$ cat src/rtl/ysyx_040066_mul_issue.sv
// Issue/retire controller for the 2-stage booth/wallace multiplier: feeds operands,
// drives the shared freeze line and carries op tag/valid beside the multiplier pipe.
module ysyx_040066_mul_issue #(
    parameter int TAG_W = 5
) (
    input  logic             clk,
    input  logic             rst_n,
    input  logic             in_valid,
    output logic             in_ready,
    input  logic [63:0]      in_src1,
    input  logic [63:0]      in_src2,
    input  logic [1:0]       in_op,
    input  logic             in_is_w,
    input  logic [TAG_W-1:0] in_tag,
    input  logic             flush,
    output logic             out_valid,
    input  logic             out_ready,
    output logic [63:0]      out_result,
    output logic [TAG_W-1:0] out_tag,
    output logic             busy,
    output logic             mul_block,
    output logic [63:0]      mul_src1,
    output logic [63:0]      mul_src2,
    output logic [1:0]       mul_aluctr_in,
    output logic [1:0]       mul_aluctr,
    output logic             mul_is_w,
    input  logic [63:0]      mul_result
);

    logic             vld_p1;
    logic             vld_p2;
    logic [1:0]       op_p1;
    logic             w_p1;
    logic [TAG_W-1:0] tag_p1;
    logic [TAG_W-1:0] tag_p2;
    logic             stall;
    logic             fire;

    // A result waiting on WB freezes the whole multiplier; flush always overrides it.
    assign stall     = vld_p2 & ~out_ready & ~flush;
    assign fire      = in_valid & ~stall & ~flush;
    assign in_ready  = ~stall;
    assign mul_block = stall;

    // Stage 0: operands gated to zero when nothing issues, so the array stays quiet.
    assign mul_src1      = fire ? in_src1 : 64'd0;
    assign mul_src2      = fire ? in_src2 : 64'd0;
    assign mul_aluctr_in = fire ? in_op : 2'd0;

    always_ff @(posedge clk or negedge rst_n) begin
        if (!rst_n) begin
            vld_p1 <= 1'b0;
            vld_p2 <= 1'b0;
            op_p1  <= 2'd0;
            w_p1   <= 1'b0;
            tag_p1 <= '0;
            tag_p2 <= '0;
        end else if (flush) begin
            vld_p1 <= 1'b0;
            vld_p2 <= 1'b0;
        end else if (!stall) begin
            vld_p1 <= fire;
            op_p1  <= in_op;
            w_p1   <= in_is_w;
            tag_p1 <= in_tag;
            vld_p2 <= vld_p1;
            tag_p2 <= tag_p1;
        end
    end

    // Stage 1: controls for the multiplier's second (clk1) stage.
    assign mul_aluctr = op_p1;
    assign mul_is_w   = w_p1;

    // Stage 2: retire.
    assign out_valid  = vld_p2 & ~flush;
    assign out_tag    = tag_p2;
    assign out_result = mul_result;
    assign busy       = vld_p1 | vld_p2;

endmodule

$ cat config.mk
export PLATFORM = sky130hd
export DESIGN_NAME = ysyx_040066_mul_issue
export DESIGN_NICKNAME = d
export VERILOG_FILES = /design/src/rtl/ysyx_040066_mul_issue.sv
export SDC_FILE = /design/constraint.sdc
export NUM_CORES = 1
export LEC_CHECK = 0
export CAP_MARGIN = 20
export CORE_AREA = 2 2 157 159
export CTS_CLUSTER_DIAMETER = 200
export CTS_CLUSTER_SIZE = 14
export DETAILED_ROUTE_END_ITERATION = 16
export DIE_AREA = 0 0 159 161
export MAX_ROUTING_LAYER = met4
export PLACE_DENSITY_LB_ADDON = 0.25
export SLEW_MARGIN = 20
export SYNTH_ARGS = -nofsm -noshare
export SYNTH_HDL_FRONTEND = slang
export SYNTH_SLANG_ARGS = --single-unit
$ cat constraint.sdc
create_clock -name clk -period 1.2 [get_ports clk]
set_input_delay 0.12 -clock clk [delete_from_list [all_inputs] [get_ports clk]]
set_output_delay 0.12 -clock clk [all_outputs]
set_load 0.05 [all_outputs]
==> results.toml, run 1 <==
[routing]
dr.first_iter.drc_count = 67
drt_pass1_iterations = 4
wirelength_um = 13560
avgRoutedWirePerCell_um = 16.99
drtAntennaViolNets = 0
via_count = 2478
viasPerCell = 3.105
drc_errors = 0

[place]
place_congestion = 0.8945
place_inst = 787
dp_hpwl_um = 11630
io_buffers = 282

[synth]
synth_nets = 453
syn_area_mm2 = 0.001982
synth_cell_types = 16
ys_seq_area_frac = 0.1894
ys_warn_count = 0
ys_seq_elements = 15
synth_cells = 248
syn_avg_cell_area_um2 = 7.992

[worst_setup_path]
worstPathArrival_ns = 1.70
worstRegToRegCells = 6
regToRegStartpoint = "vld_p2"
path_max_fanout = 9
max_stage_delay_ns = 0.38
rrSetupSlack_ns = -0.28
r2r_end = "mul_aluctr[0]"
end_kind = "output port"
cpMostUsedCell = "buf_12"
crit_slowest_cell = "dfrtp_1"
critPathRequiredTime_ns = 1.08
critPathKind = "register to output port"
crit_chain = "nor2b_4 -> nor3b_4 -> buf_6 -> buf_12 -> buf_16 -> and2_4 -> buf_12"
critPathLaunch = "vld_p2"
start_kind = "register"

[layout]
fill_cells = 2470
drive_above_1_share = 0.6624
antenna_cells = 0
final_cell_count_no_fill = 798
fin_nets = 680
area_delta_synth_final_pct = 243.6

[flow_run]
maxCapViolations = 0

[timing]
report.final.hold_viol_count = 0
fmax_mhz = 548.6
period_needed_ns = 1.823
setup_slack_ns = -0.6227
drv_slew = 0
whs_ns = 0.1933
skew_ns = 0.0008919
grt_setup_unrepaired = "true"
setup_viol = 147
worst-slew-pin-transition_ns = 0.2068
maxSlewHeadroom = 0.8620
finalCritPeriodShare = 1.519

[cts]
clk_latency_ns = 0.24
clk_path_buf_depth = 2
root_buffer = "clkbuf_16"
cts_tree = "built"
cts_hold_buf = 0
clk_pin_slew_ns = 0.05
htree_levels = 1
cts_buffers = 3
cts.sinks = 15

[global_route]
globalRouteTotalUtil = 0.1017
grt_pass1_wl_um = 19130
grt_pass1_vias = 2629
grt_overflow = 0
grt_max_degree = 47
antenna_found_initial = 0

[floorplan]
fp-row-count = 57
core_area_mm2 = 0.02396
initial_core_util = 0.08271
die_y_um = 161
io_pins = 411
die-area_mm2 = 0.02560
die_w_um = 159

[power]
p_leak_nw = 2.822
ir_worst_vdd_uv = 1015
p_per_area_mw_per_mm2 = 624.2
total_power_mw = 4.251

[status]
violations = "setup timing"
status = "complete, but fails checks"

[min_path]
hp-class = "input pin to async pin"
[cell usage after synthesis]
| master | instances | area share |
|---|---|---|
| nor2b_4 | 1 | 0.0069 |
| inv_1 | 1 | 0.0019 |
| clkbuf_2 | 10 | 0.025 |
| buf_4 | 64 | 0.24 |
| nor3b_4 | 1 | 0.0095 |
| buf_6 | 2 | 0.011 |
| mux2_1 | 6 | 0.034 |
| clkbuf_1 | 3 | 0.0057 |
| nor2_2 | 1 | 0.0032 |
| nor2b_1 | 2 | 0.0063 |
| mux2_2 | 7 | 0.040 |
| and2_1 | 130 | 0.41 |
| or2_2 | 1 | 0.0032 |
| mux2i_1 | 1 | 0.0051 |
| nor2_1 | 3 | 0.0057 |
| dfrtp_1 | 15 | 0.19 |
[stage by stage]
stage	setup WS, ns	util	cell area [um^2]	TNS (ns)
floorplan	-0.2961	-	2379	-26.86
global placement	-0.6785	0.2717	6510	-89.97
detailed placement	-0.7013	0.2717	6510	-91.77
CTS	-0.6533	0.2818	6753	-83.91
global route	-0.7157	0.2842	6810	-91.17
finish	-0.6227	0.2842	6810	-78.50
[where the power goes]
part / leakage [nW] / internal (mW) / total [mW] / switching, mW
Combinational: 2.61 / 1.66 / 2.98 / 1.32
Sequential: 0.178 / 0.575 / 0.638 / 0.0632
Clock: 0.0382 / 0.449 / 0.634 / 0.186
Total: 2.82 / 2.68 / 4.25 / 1.57
[layer usage]
metal,part of all wire,track usage,up-vias
li1,-,-,1133
met1,0.40,0.1194,1139
met2,0.48,0.1603,202
met3,0.12,0.05367,4
met4,0.0034,0.009917,0
met5,0,-,-
[sequential cells by signal (all words and copies together) (netlist names)]
signal      count
mul_is_w        1
out_tag         5
mul_aluctr      2
vld_p1          1
tag_p1          5
vld_p2          1
[cell type report]
| class | count | area [um^2] | share of cell area |
|---|---|---|---|
| repair buffers | 301 | 4522 | 0.6640 |
| flip-flops and latches | 15 | 375.4 | 0.05512 |
| inverters | 1 | 3.754 | 0.0005512 |
| clock buffers | 4 | 78.83 | 0.01157 |
| well taps | 324 | 405.4 | 0.05953 |
| multi-input cells | 153 | 1425 | 0.2093 |
[cells by family after synthesis]
logic type,share of synthesized area
buffers and inverters,0.2866
and+or+nand+nor,0.4451
DFF,0.1894
muxes,0.07891
[layout by cell type (no fill, tap or decap)]
cell type	count
mux2i_1	1
mux2_4	13
clkbuf_1	1
buf_16	2
buf_8	2
inv_2	1
buf_12	146
clkbuf_16	4
and2_4	122
nor2_4	1
nor2_1	3
nor3b_4	1
buf_4	6
dfrtp_1	15
buf_6	4
nor2b_4	3
and2_2	8
dlygate4sd2_1	2
clkdlybuf4s50_1	138
or2_4	1
[worst max-delay path by stage]
stage                              end  slack [ns]  depth (start not counted)
after floorplan               in_ready       -0.30                          3
final                     mul_src1[33]       -0.62                          7
after CTS                  mul_src1[9]       -0.65                          6
after global placement     mul_src2[2]       -0.68                          7
after detailed placement  mul_src2[51]       -0.70                          7
after global routing      mul_src2[21]       -0.72                          7
[what timing repair did]
action / CTS / global route
buffers inserted: 4 / 2
pin swaps: 5 / 3
endpoints found under the setup margin: 147 / 147
gates cloned: 3 / 1
gates resized for setup: 25 / 16
[critical path, delay by kind of cell, from the launching register on]
kind	cells	cell delay, ns
buffers and inverters	4	0.56
and+or+nand+nor	3	0.52
DFF	1	0.38
Note: power is estimated with default switching activity, not from simulation.
==> run 2: changes to the inputs <==
SKIP_CTS_REPAIR_TIMING = 1   (was unset)
==> run 2 against run 1 <==
Compared with the run above:
- the flow still finishes with violations (setup timing)
- clock power shrank 0.6%
- largest power group unchanged
- largest cell class unchanged
- via count grew 0.77%
- combinational power grew 1%
- critical path depth is the same
- cell count grew 0.75%
- routed wire length grew 3.7%
- die area is the same
- core utilization grew 0.62 points
==> results.toml, run 2 (synthesis results as in run 1) <==
[power]
pwr-share-clk = 0.147
switchingPower_mw = 1.576
p_sw_frac = 0.3675
p_per_area_mw_per_mm2 = 616.2
power.share.sequential = 0.148
p_comb_frac = 0.705
ir_worst_vdd_uv = 946.6
p_leak_nw = 2.870
p_int_mw = 2.712

[timing]
drv_slew = 0
period_needed_ns = 1.855
worst-slew-pin-transition_ns = 0.2095
grt_setup_unrepaired = "true"
setup_viol = 146
maxSlewHeadroom = 0.8599
finalCritPeriodShare = 1.546
skew_ns = 0.0005419
setup_slack_ns = -0.6551
whs_ns = 0.1922
fmax_mhz = 539.1
report.final.hold_viol_count = 0

[worst_setup_path]
end_kind = "output port"
r2r_end = "out_tag[4]"
worstPathArrival_ns = 1.74
rrSetupSlack_ns = -0.28
critPathKind = "register to output port"
regToRegStartpoint = "vld_p2"
worstRegToRegCells = 5
critPathRequiredTime_ns = 1.08
path_max_fanout = 9
start_kind = "register"

[layout]
fill_cells = 2451
antenna_cells = 0
post-route-util = 0.2904
layout_commonest_cell = "buf_12"
area_delta_synth_final_pct = 251.1
drive_above_1_share = 0.6604
final_cell_count_no_fill = 804
mostFrequentLayoutCells = "buf_12 (149), clkdlybuf4s50_1 (139), and2_4 (125), dfrtp_1 (15), clkbuf_16 (11)"
fin_nets = 686

[place]
io_buffers = 282
dp_hpwl_um = 11630
place_congestion = 0.8945
pre_cts_ws_ns = -0.7013
place_inst = 787

[floorplan]
die_y_um = 161
initial_core_util = 0.08271
die-area_mm2 = 0.02560
fp-row-count = 57
io_pins = 411
die_w_um = 159
core_area_mm2 = 0.02396

[min_path]
hp-class = "input pin to async pin"

[routing]
drc_errors = 0
dr.first_iter.drc_count = 56
drt_pass1_iterations = 4
wirelength_um = 14070
viasPerCell = 3.106
via_count = 2497
drtAntennaViolNets = 0
avgRoutedWirePerCell_um = 17.50

[cts]
clk_latency_ns = 0.24
htree_levels = 1
cts_tree = "built"
cts_buffers = 3
cts.sinks = 15
clk_path_buf_depth = 2
clk_pin_slew_ns = 0.05
root_buffer = "clkbuf_16"

[flow_run]
maxCapViolations = 0

[status]
violations = "setup timing"
status = "complete, but fails checks"

[global_route]
grt_pass1_vias = 2555
globalRouteTotalUtil = 0.09773
grt_overflow = 0
antenna_found_initial = 0
grt_pass1_wl_um = 18460
grt_max_degree = 47
[run 2: changes by cell type in the layout (fill, tap and decap cells not counted), sizes merged]
cell	delta
dlymetal6s2s	+1
buf	-1
dlygate4sd2	-2
clkbuf	+7
clkdlybuf4s50	+1
[run 2: metrics by stage]
step	area, um^2	TNS [ns]	power [mW]
final	6959	-85.17	4.288
after global routing	6959	-93.96	4.467
after detailed placement	6510	-91.77	3.498
after global placement	6510	-89.97	3.488
after floorplan	2379	-26.86	2.453
after CTS	6589	-88.36	4.154
[run 2: how the worst max path moves through the flow]
| stage | start | endpoint | slack, ns | cells after the start |
|---|---|---|---|---|
| 3_3_place_gp | out_ready | mul_src2[2] | -0.68 | 7 |
| 6_report | vld_p2 | mul_src2[31] | -0.66 | 7 |
| 5_1_grt | vld_p2 | mul_src1[26] | -0.71 | 7 |
| 3_5_place_dp | out_ready | mul_src2[51] | -0.70 | 7 |
| 4_1_cts | out_ready | mul_src2[51] | -0.70 | 7 |
| 2_1_floorplan | vld_p2 | in_ready | -0.30 | 3 |
[run 2: critical path, stage by stage (launching register included)]
cell       delay [ns]
dfrtp_1          0.39
nor2b_4          0.15
nor3b_4          0.21
buf_12           0.16
buf_12           0.14
clkbuf_16        0.16
and2_4           0.15
buf_12           0.13
[run 2: power by group through the flow]
stage               logic [mW]  registers, mW  clock network [mW]
floorplan                 1.69          0.764                   0
global placement          2.85          0.640                   0
detailed placement        2.86          0.642                   0
CTS                       2.86          0.635               0.655
global route              3.13          0.644               0.693
finish                    3.02          0.635               0.630
[run 2: area by class of cell]
type	instances	area (um^2)	share of cell area
repair buffers	307	4703	0.6758
flip-flops and latches	15	375.4	0.05394
multi-input cells	153	1393	0.2001
inverters	1	3.754	0.0005394
well taps	324	405.4	0.05825
clock buffers	4	78.83	0.01133
[run 2: routing by layer]
layer / vias to the layer above / GRT usage / wire length [um]
met5: - / - / 0
met4: 0 / 0.008264 / 40
met3: 4 / 0.05290 / 1602
met2: 204 / 0.1536 / 6718
met1: 1142 / 0.1147 / 5708
li1: 1147 / - / -
